### src/rtl/line_render_scheduler.sv
// line_render_scheduler: sequences layer0, layer1 and sprite
// rendering per line, ping-pongs line-buffer banks, counts overruns.
//
// Ports:
//   clk, rst_n                 clock, async active-low reset
//   line_render_start/line_idx render request and its line index
//   layer0/layer1/sprites_enabled  enables, sampled at request
//   sprite_lb_erase_start      sprite line-buffer erase begun
//   erase_done                 sprite line-buffer erase finished
//   layer0/layer1/sprite_done  renderer completion pulses
//   overrun_clear              zero the overrun counter
//   layer0/layer1/sprite_start renderer start pulses
//   render_abort               current line dropped (overrun)
//   render_line                line being rendered
//   lb_wrbank                  bank written by the renderers
//   busy                       a line is in flight
//   line_done                  line finished without overrun
//   overrun_count              saturating overrun count
module line_render_scheduler (
  input  logic       clk,
  input  logic       rst_n,
  input  logic       line_render_start,
  input  logic [8:0] line_idx,
  input  logic       layer0_enabled,
  input  logic       layer1_enabled,
  input  logic       sprites_enabled,
  input  logic       sprite_lb_erase_start,
  input  logic       erase_done,
  input  logic       layer0_done,
  input  logic       layer1_done,
  input  logic       sprite_done,
  input  logic       overrun_clear,
  output logic       layer0_start,
  output logic       layer1_start,
  output logic       sprite_start,
  output logic       render_abort,
  output logic [8:0] render_line,
  output logic       lb_wrbank,
  output logic       busy,
  output logic       line_done,
  output logic [7:0] overrun_count
);

  typedef enum logic [2:0] {
    IDLE,
    L0,
    L1,
    SPR_WAIT,
    SPR
  } state_t;

  state_t state;
  state_t state_nx;

  logic en0;
  logic en1;
  logic ensp;
  logic erase_pending;

  logic pend_eff;
  logic ovr;

  logic l0_nx;
  logic l1_nx;
  logic sp_nx;
  logic abort_nx;
  logic done_nx;

  logic adv;
  logic s0;
  logic s1;
  logic ss;
  logic h0;
  logic h1;
  logic hs;
  logic hn;

  // Pending-erase view including this cycle's pulses,
  // so an erase_done lets the sprite start next cycle.
  assign pend_eff = sprite_lb_erase_start |
                    (erase_pending & ~erase_done);

  assign ovr = line_render_start & (state != IDLE);

  // One-hot pick of the first enabled remaining stage.
  assign h0 = s0;
  assign h1 = s1 & ~s0;
  assign hs = ss & ~s0 & ~s1;
  assign hn = ~(s0 | s1 | ss);

  always_comb begin
    state_nx = state;
    l0_nx    = 1'b0;
    l1_nx    = 1'b0;
    sp_nx    = 1'b0;
    abort_nx = 1'b0;
    done_nx  = 1'b0;
    adv      = 1'b0;
    s0       = 1'b0;
    s1       = 1'b0;
    ss       = 1'b0;

    // A new request overrides any done pulse.
    if (line_render_start) begin
      adv      = 1'b1;
      abort_nx = ovr;
      s0       = layer0_enabled;
      s1       = layer1_enabled;
      ss       = sprites_enabled;
    end else begin
      unique case (state)
        L0: begin
          if (layer0_done) begin
            adv = 1'b1;
            s1  = en1;
            ss  = ensp;
          end
        end
        L1: begin
          if (layer1_done) begin
            adv = 1'b1;
            ss  = ensp;
          end
        end
        SPR_WAIT: begin
          if (!pend_eff) begin
            state_nx = SPR;
            sp_nx    = 1'b1;
          end
        end
        SPR: begin
          if (sprite_done) begin
            state_nx = IDLE;
            done_nx  = 1'b1;
          end
        end
        default: ;
      endcase
    end

    if (adv) begin
      unique case (1'b1)
        h0: begin
          state_nx = L0;
          l0_nx    = 1'b1;
        end
        h1: begin
          state_nx = L1;
          l1_nx    = 1'b1;
        end
        hs: begin
          if (pend_eff) begin
            state_nx = SPR_WAIT;
          end else begin
            state_nx = SPR;
            sp_nx    = 1'b1;
          end
        end
        hn: begin
          state_nx = IDLE;
          done_nx  = 1'b1;
        end
        default: ;
      endcase
    end
  end

  always_ff @(posedge clk or negedge rst_n) begin
    if (!rst_n) begin
      state         <= IDLE;
      en0           <= 1'b0;
      en1           <= 1'b0;
      ensp          <= 1'b0;
      erase_pending <= 1'b0;
      layer0_start  <= 1'b0;
      layer1_start  <= 1'b0;
      sprite_start  <= 1'b0;
      render_abort  <= 1'b0;
      line_done     <= 1'b0;
      render_line   <= 9'd0;
      lb_wrbank     <= 1'b0;
      busy          <= 1'b0;
      overrun_count <= 8'd0;
    end else begin
      state         <= state_nx;
      busy          <= (state_nx != IDLE);
      erase_pending <= pend_eff;
      layer0_start  <= l0_nx;
      layer1_start  <= l1_nx;
      sprite_start  <= sp_nx;
      render_abort  <= abort_nx;
      line_done     <= done_nx;
      if (line_render_start) begin
        render_line <= line_idx;
        en0         <= layer0_enabled;
        en1         <= layer1_enabled;
        ensp        <= sprites_enabled;
        lb_wrbank   <= ~lb_wrbank;
      end
      if (overrun_clear) begin
        overrun_count <= {7'd0, ovr};
      end else if (ovr && overrun_count != 8'hFF) begin
        overrun_count <= overrun_count + 8'd1;
      end
    end
  end

endmodule

### config.mk
export PLATFORM = sky130hd
export DESIGN_NAME = line_render_scheduler
export DESIGN_NICKNAME = d
export VERILOG_FILES = /design/src/rtl/line_render_scheduler.sv
export SDC_FILE = /design/constraint.sdc
export NUM_CORES = 1
export LEC_CHECK = 0
export BUFFER_PORTS_ARGS = -buffer_cell sky130_fd_sc_hd__buf_4
export CORE_MARGIN = 2
export CORE_UTILIZATION = 42
export DETAILED_ROUTE_END_ITERATION = 7
export GPL_TIMING_DRIVEN = 0
export MAX_ROUTING_LAYER = met4
export PLACE_DENSITY = 0.68
export SETUP_SLACK_MARGIN = 0.15
export SKIP_CTS_REPAIR_TIMING = 1
export SLEW_MARGIN = 20
export SYNTH_ARGS = -nofsm -noshare
export SYNTH_HDL_FRONTEND = slang
export SYNTH_SLANG_ARGS = --single-unit
### constraint.sdc
create_clock -name clk -period 1.9 [get_ports clk]
set_clock_uncertainty 0.05 [all_clocks]
set_input_delay 0.19 -clock clk [delete_from_list [all_inputs] [get_ports clk]]
set_output_delay 0.19 -clock clk [all_outputs]
set_load 0.005 [all_outputs]
[After elaboration in Yosys (flattened, before gate mapping)]
Index checks and enable logic that the tools add are counted.
Cells by class
  $add $sub $neg: 1
  equality and inequality tests: 5
  mux-type cells: 37
  bitwise gates (word level): 13
  reduce and logical (&&, ||, !) cells: 4
Operators by type and width (number)
  1-bit 2-to-1 mux: 26
  8-bit 2-to-1 mux: 2
  3-bit 2-to-1 mux: 5
  3-bit one-hot mux with 4 select lines: 1
  8-bit by 1-bit adder with 8-bit output, second input constant: 1
  8-bit != test, second input constant: 1
  3-bit by 2-bit equality test with 1-bit output, second input constant: 2
  3-bit one-hot mux with 2 select lines: 1
  3-bit nonzero test: 2
  1-bit AND: 5
  1-bit inverter: 5
  1-bit one-hot mux with 2 select lines: 2
  3-bit by 1-bit equality test with 1-bit output, second input constant: 1
  3-bit equality test, second input constant: 1
  1-bit OR: 3
  2-bit nonzero test: 1
  1-bit logical AND: 1
Word-level totals
  flip-flop bits (word level): 30
  output and inout bits: 24
  logic and storage cells: 73

[Longest topological paths before layout]
Gate-level depths: netlist of run 1.
  depth in word-level cells: 9
  depth in mapped cells: 5
  gate-level depth less buffers: 5

[Least setup slack after synthesis of run 1]
No wires, ideal clock.
  path kind: flip-flop to flip-flop
  start point: register overrun_count[0]
  end point: register overrun_count[7]
  arrival: 1.411 ns
  data required time: 1.773 ns
  path slack: 0.361 ns
  cell stages (with the launch flop): 6
  buffers on the path: 0
  clock period less this slack: 1.539 ns
  cell sequence: dfrtp_1 -> ha_1 -> nand3_1 -> o21ai_2 -> or4_1 -> a21oi_1
On the way
  word-level cells in the longest chain between the ends: 3
  elaborated cells between the ends (all ways): 6
  those cells by class: add/sub: 1; eq/ne: 1; mux: 2; reduce/logical: 2
RTL lines
  from (decl): RTL line 41  | output logic [7:0] overrun_count
  from (signal assigned): RTL line 201  | overrun_count <= {7'd0, ovr};
  from (signal assigned): RTL line 203  | overrun_count <= overrun_count + 8'd1;
  8-bit by 1-bit adder with 8-bit output / 8-bit != test (equally long branches): RTL line 203, 202
  8-bit 2-to-1 mux / 1-bit logical AND (equally long branches): RTL line 202  | end else if (ovr && overrun_count != 8'hFF) begin
  8-bit 2-to-1 mux / 2-bit nonzero test (equally long branches)
Several ways; a longest one is shown, not always the timed one. The select of a mux whose other input is x is not followed.
A chain may end at the register's enable or synchronous reset.

[Worst setup path after layout of run 1]
Same ends and word-level chain as after synthesis.

==> results of run 1 <==
## power groups by stage
stage | logic (W) | registers [W] | clock network (W)
6_report | 0.000310 | 0.000743 | 0.000390
5_1_grt | 0.000346 | 0.000751 | 0.000440
4_1_cts | 0.000310 | 0.000743 | 0.000412
3_5_place_dp | 0.000310 | 0.000753 | 0
3_3_place_gp | 0.000304 | 0.000752 | 0
2_1_floorplan | 0.000148 | 0.000754 | 0
## registers in the layout, indices dropped and copies added, names as in the netlist
signal / cells
erase_pending: 1
overrun_count: 8
sprite_start: 1
en1: 1
layer0_start: 1
busy: 1
state: 3
ensp: 1
lb_wrbank: 1
line_done: 1
render_abort: 1
render_line: 9
layer1_start: 1
## per-layer routing
metal	global-route usage (%)	up-vias	share of wire, %	wire, um
met2	28.0	35	46	1410
met1	22.0	554	46	1410
met3	5.80	5	5.3	162
met5	-	-	0	0
li1	-	575	-	-
met4	7.22	0	1.9	58
## per-stage QoR
stage                     power (W)  std cells  instance area [um^2]  util (%)  hold slack, ps
final                       0.00144        228                  1890      57.0            29.9
after global routing        0.00154        228                  1890      57.0            15.8
after CTS                   0.00146        227                  1870      56.4            -278
after detailed placement    0.00106        219                  1810      54.6            89.6
after global placement      0.00106        219                  1810      54.6            85.0
after floorplan            0.000902        130                  1430         -            -156
## placed cells by master, fill, tap and decap left out, types with 2 or more instances in the layout
| cell | netlist | layout |
|---|---|---|
| nand4bb_1 | 3 | 3 |
| o211ai_1 | 4 | 4 |
| o21ai_0 | 4 | 4 |
| nand2b_1 | 3 | 3 |
| inv_1 | 6 | 6 |
| buf_2 | 3 | 3 |
| clkbuf_4 | 0 | 5 |
| mux2_2 | 10 | 10 |
| nand3_1 | 5 | 5 |
| a21oi_1 | 5 | 5 |
| nor2b_1 | 3 | 3 |
| dfrtp_1 | 30 | 29 |
| xor2_1 | 2 | 2 |
| nand4_1 | 2 | 2 |
| nand2_1 | 13 | 13 |
| buf_4 | 3 | 46 |
| o31ai_1 | 2 | 2 |
| xnor2_1 | 2 | 2 |
| o311ai_1 | 2 | 2 |
| nor2_1 | 6 | 6 |
| nand3b_1 | 2 | 2 |
## kinds of logic (layout without fill, tap and decap cells)
| logic type | Yosys count | in the layout | share of synthesized area [%] |
|---|---|---|---|
| AO/OA/AOI/OAI | 26 | 26 | 13.0 |
| XOR/XNOR | 4 | 4 | 2.45 |
| adder cells (fa/ha/maj) | 1 | 1 | 0.876 |
| buffers and inverters | 12 | 64 | 4.21 |
| flip-flops | 30 | 30 | 52.6 |
| multiplexers | 11 | 11 | 8.59 |
| AND/OR/NAND/NOR | 46 | 46 | 18.3 |
## cell type report
type                    count  area [um^2]  area share, %
multi-input cells          88          623           33.0
repair buffers             44          333           17.7
plain buffers               6         37.5           1.99
well taps                  46         57.6           3.05
clock inverters             1         5.00          0.265
clock buffers               7         55.1           2.92
flip-flops and latches     30          752           39.9
inverters                   6         22.5           1.19
## critical path, delay by kind of cell, from the launching register on
family	cells	cell delay [ps]
flops	1	450
fa+ha+maj	1	230
compound gates	2	270
simple gates	2	590
## how the worst max path moves through the flow
stage / from / end / slack [ps] / cells past startpoint
floorplan: overrun_count[0] / overrun_count[7] / 360 / 5
global placement: overrun_count[0] / overrun_count[5] / 290 / 5
detailed placement: overrun_count[0] / overrun_count[7] / 270 / 5
CTS: overrun_count[0] / overrun_count[7] / 220 / 5
global route: overrun_count[0] / overrun_count[7] / 160 / 5
finish: overrun_count[0] / overrun_count[7] / 240 / 5
==> out/metrics.cfg, run 1 <==
[clock_tree]
htreeDepth=2
cts_inserted_buffers=5
clk_pin_slew_ps=90
worstSkewPairLatency_ps=330
cts_root_buf=clkbuf_4
cts_buffer_depth=2
tritoncts=done
clock_sinks=30

[detailed_routing]
wl_um=3040
drc=0
vias=1169
drtIter0Drc=55
ant_nets=0
via_per_inst=5.13
first_pass_iters=4
post_drt_wl_per_cell_um=13.3

[logic_synthesis]
syn_area_mm2=0.00143
yosysTopAreaCell=dfrtp_1
synth_commonest_cells=dfrtp_1 (30), nand2_1 (13), mux2_2 (10)
syn_area_per_cell_um2=11.0
ys_seq_area_share_pct=52.6
syn_nets=152
synth_flop_cell=dfrtp_1
async_flop_share_pct=100
synth_top_area_share_pct=52.6
synth_area_leaders=dfrtp_1 (53%), mux2_2 (7.9%), nand2_1 (3.4%)
synth_edf_count=0
synth-seq-cells=30
ys.warnings.count=0
synth.most_common_cell=dfrtp_1
synthCells=130
synthDistinctLibCells=40

[cells_and_area]
syn_to_final_growth_pct=32.1
fillerInstances=305
finish.net_count=203
drive_above_1_share_pct=40.7
antenna_cells=0

[floorplan]
row_count=21
die_x_um=62.3
dieArea_mm2=0.00388
num_io_pins=45
start_util_pct=43.1
die_y_um=62.3
core_mm2=0.00331

[placed_design]
port_buffers=43
gp_congestion=0.838
dp_slack_ps=269
dp_hpwl_um=2180

[grt]
grt_max_degree=31
grt_overflow=0
grt_usage_pct=18.0
antenna_found_initial=0
grt_pass1_wl_um=5350
grt_pass1_vias=1181

[sta]
setup-tns-final_ps=0
setup_viol_count_final=0
worst_slack_ps=238
rsz0062_at_grt=false
min_period_ps=1660
finalMaxSlewViolations=0
slew_headroom_pct=67.3
worst-slew-pin-transition_ps=483
hold_viol_final=0
min_period_over_period_pct=87.5
fmax_mhz=602

[power_and_ir_drop]
p_leak_nw=0.871
p_comb_share_pct=21.5
seqPwrFrac_pct=51.5
p_clk_share_pct=27.0
p_int_w=0.00105
switching_share_pct=27.0
netSwitchingPower_w=0.000389
cellPowerDensity_mw_per_mm2=765
vdd_drop_max_mv=0.464

[setup_path]
reg2reg_to=overrun_count[7]
slowest_stage=or4_1
reg2regPathDepth=5
crit_fanout=6
ff2ff_setup_slack_ps=240
crit_path_start_kind=flop
slowest_delay_ps=470
r2r-start=overrun_count[0]
worstPathRequired_ps=2110
critPathCaptureType=flop
timing_worst_setup_path_type=flop to flop
crit_chain=ha_1 -> nand3_1 -> o21ai_2 -> or4_1 -> a21oi_1
arrival_ps=1870

[hold_path]
worstHoldEndpoint=ensp
worst_hold_startpoint=sprites_enabled
min_path_type=input pin to flop
whs_path_depth=3

[run_status]
outcome=finished, final reports clean

[flow_run]
maxCapViolations=0

Power figures use the tool's default switching activity.
==> inputs of run 2 (changes only) <==
- ABC_AREA: unset -> 1
- SLEW_MARGIN: 20 -> unset
==> run 2 against run 1 <==
  * Cell count grew 16%
  * Utilization is 2.5 points higher
  * Largest cell class unchanged
  * Worst setup slack better by 86 ps
  * First-iteration DRC count rose by 64%
  * Sequential power is 2% higher
  * Global-route usage up 0.55 points
  * Combinational power barely moved
==> out/metrics.cfg, run 2 <==
[grt]
grt_pass1_vias=1154  ; -2.3%
antenna_found_initial=0  ; unchanged
grt_usage_pct=18.6  ; +0.55 points
grt_overflow=0  ; unchanged
grt_max_degree=31  ; unchanged
grt_pass1_wl_um=4970  ; -7.2%

[placed_design]
placed_area_mm2=0.00179  ; -1.0%
gp_congestion=0.889  ; +6.0%
dp_hpwl_um=2210  ; +1.2%
port_buffers=44  ; +2.3%

[cells_and_area]
syn_to_final_growth_pct=32.5
final_common_cell=nand2_1
fillerInstances=304  ; -0.33%
final_cell_area_mm2=0.00186  ; -1.3%
antenna_cells=0  ; unchanged
regMostFlops=render_line
largest_reg_flops=9  ; unchanged
drive_above_1_share_pct=30.0  ; -11 points
layout_common_cells=nand2_1 (68), buf_4 (44), dfrtp_1 (29)
finish.net_count=242  ; +19%
reg.largest.list=render_line: 9 flops, overrun_count: 8 flops, state: 3 flops

[logic_synthesis]
synth_flop_cell=dfrtp_1
synth-seq-cells=30  ; unchanged
ys.warnings.count=0  ; unchanged
syn_area_mm2=0.00140  ; -1.7%
synthDistinctLibCells=28  ; -30%
synth_commonest_cells=nand2_1 (68), dfrtp_1 (30), nand3_1 (12)
syn_area_per_cell_um2=8.41  ; -23%
yosysTopAreaCell=dfrtp_1
synthCells=167  ; +28%
synth_edf_count=0  ; unchanged
async_flop_share_pct=100  ; unchanged
syn_nets=189  ; +24%
synth_top_area_share_pct=53.5  ; +0.89 points
synth_area_leaders=dfrtp_1 (53%), nand2_1 (18%), nand3_1 (4.3%)
ys_seq_area_share_pct=53.5  ; +0.89 points
synth.most_common_cell=nand2_1

[clock_tree]
worstSkewPairLatency_ps=330  ; about the same
clock_sinks=30  ; unchanged
cts_root_buf=clkbuf_4
cts_inserted_buffers=5  ; unchanged
clk_pin_slew_ps=90  ; about the same
htreeDepth=2  ; unchanged
cts_buffer_depth=2  ; unchanged
tritoncts=done

[detailed_routing]
post_drt_wl_per_cell_um=11.3  ; -15%
vias=1269  ; +8.6%
wl_um=2980  ; -2.0%
drtIter0Drc=90  ; +64%
drc=0  ; unchanged
ant_nets=0  ; unchanged
via_per_inst=4.81  ; -6.2%
first_pass_iters=4  ; unchanged

[sta]
setup-tns-final_ps=0  ; unchanged
rsz0062_at_grt=false
finalMaxSlewViolations=0  ; unchanged
min_period_over_period_pct=83.0  ; -4.5 points
hold_viol_final=0  ; unchanged
min_period_ps=1580  ; -85.6 ps
setup_viol_count_final=0  ; unchanged
worst-slew-pin-transition_ps=402  ; -81.0 ps
slew_headroom_pct=73.2  ; +5.9 points
fmax_mhz=634  ; +5.4%

[setup_path]
reg2regPathDepth=9  ; +4
slowest_delay_ps=420  ; -50 ps
critical_path_depth=9  ; +4
timing_worst_setup_path_type=flop to flop
crit_fanout=8  ; +2
critPathBufInv=1  ; +1
crit_family=simple AND/OR/NAND/NOR gates
crit_chain=ha_2 -> nand2_1 -> nor3_4 -> nand2_1 -> nand2_2 -> nand2_2 -> clkinv_4 -> nand2_1 -> o21ai_1
crit_path_start_kind=flop
slowest_stage=dfrtp_1
crit_top_cell=nand2_1
critPathCaptureType=flop
worstPathRequired_ps=2100  ; about the same
arrival_ps=1780  ; -90 ps

[flow_run]
maxCapViolations=0  ; unchanged

[power_and_ir_drop]
cellPowerDensity_mw_per_mm2=757  ; -1.1%
vdd_drop_max_mv=0.513  ; +11%
power.total_w=0.00141  ; -2.4%
p_leak_nw=1.01  ; +16%

[hold_path]
min_path_type=input pin to flop
whs_path_depth=2  ; -1

[floorplan]
row_count=20  ; -4.8%
die_y_um=61.8  ; -0.78%
start_util_pct=44.9  ; +1.8 points
core_mm2=0.00313  ; -5.5%
dieArea_mm2=0.00382  ; -1.6%
die_x_um=61.8  ; -0.78%
num_io_pins=45  ; unchanged

[run_status]
outcome=finished, final reports clean

-- run 2: final timing paths --
| check | from | to | slack (ps) |
|---|---|---|---|
| max | overrun_count[1] | overrun_count[7] | 320 |
| min | overrun_clear | overrun_count[4] | 7 |
| max reg2reg | overrun_count[1] | overrun_count[7] | 320 |
| min reg2reg | ensp | ensp | 430 |
| max in group asynchronous | rst_n | line_done | 1240 |
| min in group asynchronous | rst_n | overrun_count[2] | 260 |
-- run 2: cell type report --
type / instances / area (um^2) / area share (%)
sequential: 30 / 752 / 40.4
multi-input combinational: 120 / 587 / 31.5
timing repair buffer: 46 / 350 / 18.8
inverter: 15 / 61.3 / 3.30
tap: 44 / 55.1 / 2.96
clock buffer: 5 / 37.5 / 2.02
clock inverter: 2 / 10.0 / 0.538
buffer: 2 / 7.51 / 0.403
-- run 2: per-stage QoR --
stage	setup WS (ps)	utilization, %	std cells	hold slack [ps]
finish	323	59.5	264	7.28
global route	180	59.5	264	8.26
CTS	237	58.7	262	-276
detailed placement	265	57.2	255	92.1
global placement	331	57.2	255	85.9
floorplan	430	-	167	-156
-- run 2: layer usage --
metal  GRT usage, %  wire length, um
met2           27.2             1400
met4           7.60               53
met1           23.6             1340
met5              -                0
met3           6.21              185
-- run 2: cell families after synthesis --
logic type               after synthesis  share of synthesized area (%)
XOR/XNOR                               3                           1.87
AO/OA/AOI/OAI                         20                           9.63
buffers and inverters                 17                           4.90
adder cells (fa/ha/maj)                1                          0.891
AND/OR/NAND/NOR                       96                           29.2
flip-flops                            30                           53.5
-- run 2: worst reg2reg max path, cell delays in order (launching register included) --
cell and delay, ps:
dfrtp_1 420, ha_2 230, nand2_1 120, nor3_4 180, nand2_1 90, nand2_2 120, nand2_2 80, clkinv_4 80
nand2_1 50, o21ai_1 70
-- run 2: where the power goes --
group | switching, W | internal (W) | total (W)
Clock | 0.000211 | 0.000133 | 0.000344
Sequential | 0.0000513 | 0.000705 | 0.000756
Combinational | 0.000156 | 0.000153 | 0.000309
==> inputs of run 3 (changes only) <==
- PLACE_DENSITY: 0.68 -> 0.71
- clock period: 1.9 -> 1.35 ns (I/O delays scaled with it)
==> run 3 against run 2 <==
  * The flow now finishes with violations (hold timing, setup timing)
  * Clock power up 96%
  * Combinational power rose by 97%
  * Maximum frequency up 9.4%
  * Cell area up 19%
  * First-iteration DRC count fell by 21%
  * Critical path depth fell by 1
  * Routed wire length is 25% higher
  * Register-to-register slack got worse by 410 ps
  * Non-clock buffer count increased by 20
  * Power grew 68%
  * Critical endpoint unchanged
  * Highest routed layer unchanged
==> out/metrics.cfg, run 3 (synthesis results as in run 2) <==
[floorplan]
die_y_um=61.8  ; unchanged
core_mm2=0.00313  ; unchanged
dieArea_mm2=0.00382  ; unchanged
num_io_pins=45  ; unchanged
row_count=20  ; unchanged
start_util_pct=44.9  ; unchanged
die_x_um=61.8  ; unchanged

[sta]
setup_viol_count_final=10  ; +10
rsz0062_at_grt=true
worst-slew-pin-transition_ps=409  ; +7.31 ps
slew_headroom_pct=72.7  ; -0.49 points
finalMaxSlewViolations=0  ; unchanged
worst_slack_ps=-91.1  ; -414 ps
min_period_over_period_pct=107  ; +24 points
min_period_ps=1440  ; -136 ps
whs_ps=-1.39  ; -8.68 ps
fmax_mhz=694  ; +9.4%
hold_viol_final=1  ; +1

[cells_and_area]
drive_above_1_share_pct=45.6  ; +16 points
fillerInstances=237  ; -22%
regMostFlops=render_line
antenna_cells=0  ; unchanged
reg.largest.list=render_line: 9 flops, overrun_count: 8 flops, state: 3 flops
finish.net_count=262  ; +8.3%
syn_to_final_growth_pct=58.3
layout_common_cells=nand2_1 (58), buf_4 (51), dfrtp_1 (25)
largest_reg_flops=9  ; unchanged
layout.cells.non_filler=285  ; +8.0%
final_common_cell=nand2_1

[setup_path]
crit_fanout=4  ; -4
reg2reg_to=overrun_count[7]
critPathBufInv=2  ; +1
arrival_ps=1610  ; -170 ps
critPathCaptureType=flop
timing_worst_setup_path_type=flop to flop
crit_chain=buf_4 -> nand3_2 -> inv_1 -> nand3_2 -> nor2_1 -> or2_2 -> nand3_1 -> o21ai_1
crit_path_start_kind=flop
reg2regPathDepth=8  ; -1
ff2ff_setup_slack_ps=-90  ; -410 ps
r2r-start=overrun_count[1]
crit_top_cell=nand3_2
crit_family=simple AND/OR/NAND/NOR gates
crit_start=overrun_count[1]
worstPathRequired_ps=1520  ; -580 ps
slowest_stage=dfrtp_2
slowest_delay_ps=460  ; +40 ps

[detailed_routing]
first_pass_iters=4  ; unchanged
wl_um=3730  ; +25%
via_per_inst=5.00  ; +3.9%
post_drt_wl_per_cell_um=13.1  ; +16%
vias=1424  ; +12%
ant_nets=0  ; unchanged
drtIter0Drc=71  ; -21%
drc=0  ; unchanged

[power_and_ir_drop]
switching_share_pct=29.4  ; -0.28 points
p_leak_nw=1.15  ; +14%
p_comb_share_pct=25.8  ; +3.9 points
p_clk_share_pct=28.4  ; +4.0 points
seqPwrFrac_pct=45.8  ; -7.9 points
p_int_w=0.00167  ; +69%
cellPowerDensity_mw_per_mm2=1070  ; +41%
netSwitchingPower_w=0.000697  ; +67%
power.total_w=0.00237  ; +68%
vdd_drop_max_mv=0.714  ; +39%

[run_status]
violations=hold timing, setup timing
outcome=complete, but fails checks

[placed_design]
placedCellCount=255  ; unchanged
gp_congestion=0.960  ; +8.0%
port_buffers=44  ; unchanged
dp_hpwl_um=2230  ; +1.1%

[clock_tree]
cts_inserted_buffers=5  ; unchanged
htreeDepth=2  ; unchanged
tritoncts=done
worstSkewPairLatency_ps=340  ; about the same
cts_root_buf=clkbuf_4
clk_pin_slew_ps=100  ; about the same
cts_buffer_depth=2  ; unchanged
clock_sinks=30  ; unchanged

[hold_path]
min_path_type=input pin to flop
whs_path_depth=3  ; +1
worstHoldEndpoint=ensp
worst_hold_startpoint=sprites_enabled

[flow_run]
maxCapViolations=0  ; unchanged

[grt]
grt_pass1_vias=1142  ; -1.0%
antenna_found_initial=0  ; unchanged
grt_overflow=0  ; unchanged
grt_pass1_wl_um=4890  ; -1.7%
grt_usage_pct=18.2  ; -0.38 points
grt_max_degree=31  ; unchanged

-- run 3: changes by cell type in the layout (fill, tap and decap cells not counted), sizes merged --
| cell | before | now |
|---|---|---|
| buf | 44 | 55 |
| dlygate4sd3 | 2 | 11 |
| clkinv | 3 | 1 |
| clkbuf | 7 | 10 |
-- run 3: per-stage QoR --
step / util, % / cell area [um^2] / setup slack (ps) / TNS, ps / hold WS, ps
CTS: 60.0 / 1880 / -217 / -1430 / -329
floorplan: - / 1410 / -50.2 / -202 / -211
detailed placement: 57.4 / 1800 / -180 / -1090 / 35.3
finish: 71.0 / 2220 / -91.1 / -626 / -1.39
global placement: 57.4 / 1800 / -150 / -936 / 26.7
global route: 71.0 / 2220 / -192 / -1880 / 7.56
-- run 3: layout make-up --
class	instances	area [um^2]	area share, %
Buffer	2	7.51	0.338
Timing Repair Buffer	66	538	24.2
Sequential cell	30	757	34.1
Inverter	15	63.8	2.87
Tap cell	44	55.1	2.48
Multi-Input combinational cell	120	722	32.5
Clock buffer	8	78.8	3.55
-- run 3: worst min-delay path: stages --
cell     delay [ps]
buf_4            70
nand2_1          70
nand2_1          70
-- run 3: worst max path at each step --
stage          slack, ps  cells past startpoint               end
6_report             -90                      8  overrun_count[7]
4_1_cts             -220                      9  overrun_count[3]
5_1_grt             -190                     10  overrun_count[7]
2_1_floorplan        -50                      9  overrun_count[3]
3_3_place_gp        -150                      9  overrun_count[3]
3_5_place_dp        -180                      9  overrun_count[3]
-- run 3: layer usage --
metal  global-route usage, %  part of all wire, %  vias up
li1                        -                    -      683
met1                    22.0                   41      679
met2                    28.6                   51       53
met3                    4.55                  5.7        9
met4                    8.51                  1.9        0
met5                       -                    0        -
-- run 3: power groups by stage --
stage | clock network, W | registers, W | logic [W]
floorplan | 0 | 0.00108 | 0.000206
global placement | 0 | 0.00108 | 0.000426
detailed placement | 0 | 0.00108 | 0.000434
CTS | 0.000681 | 0.00107 | 0.000434
global route | 0.000743 | 0.00110 | 0.000671
finish | 0.000674 | 0.00109 | 0.000610
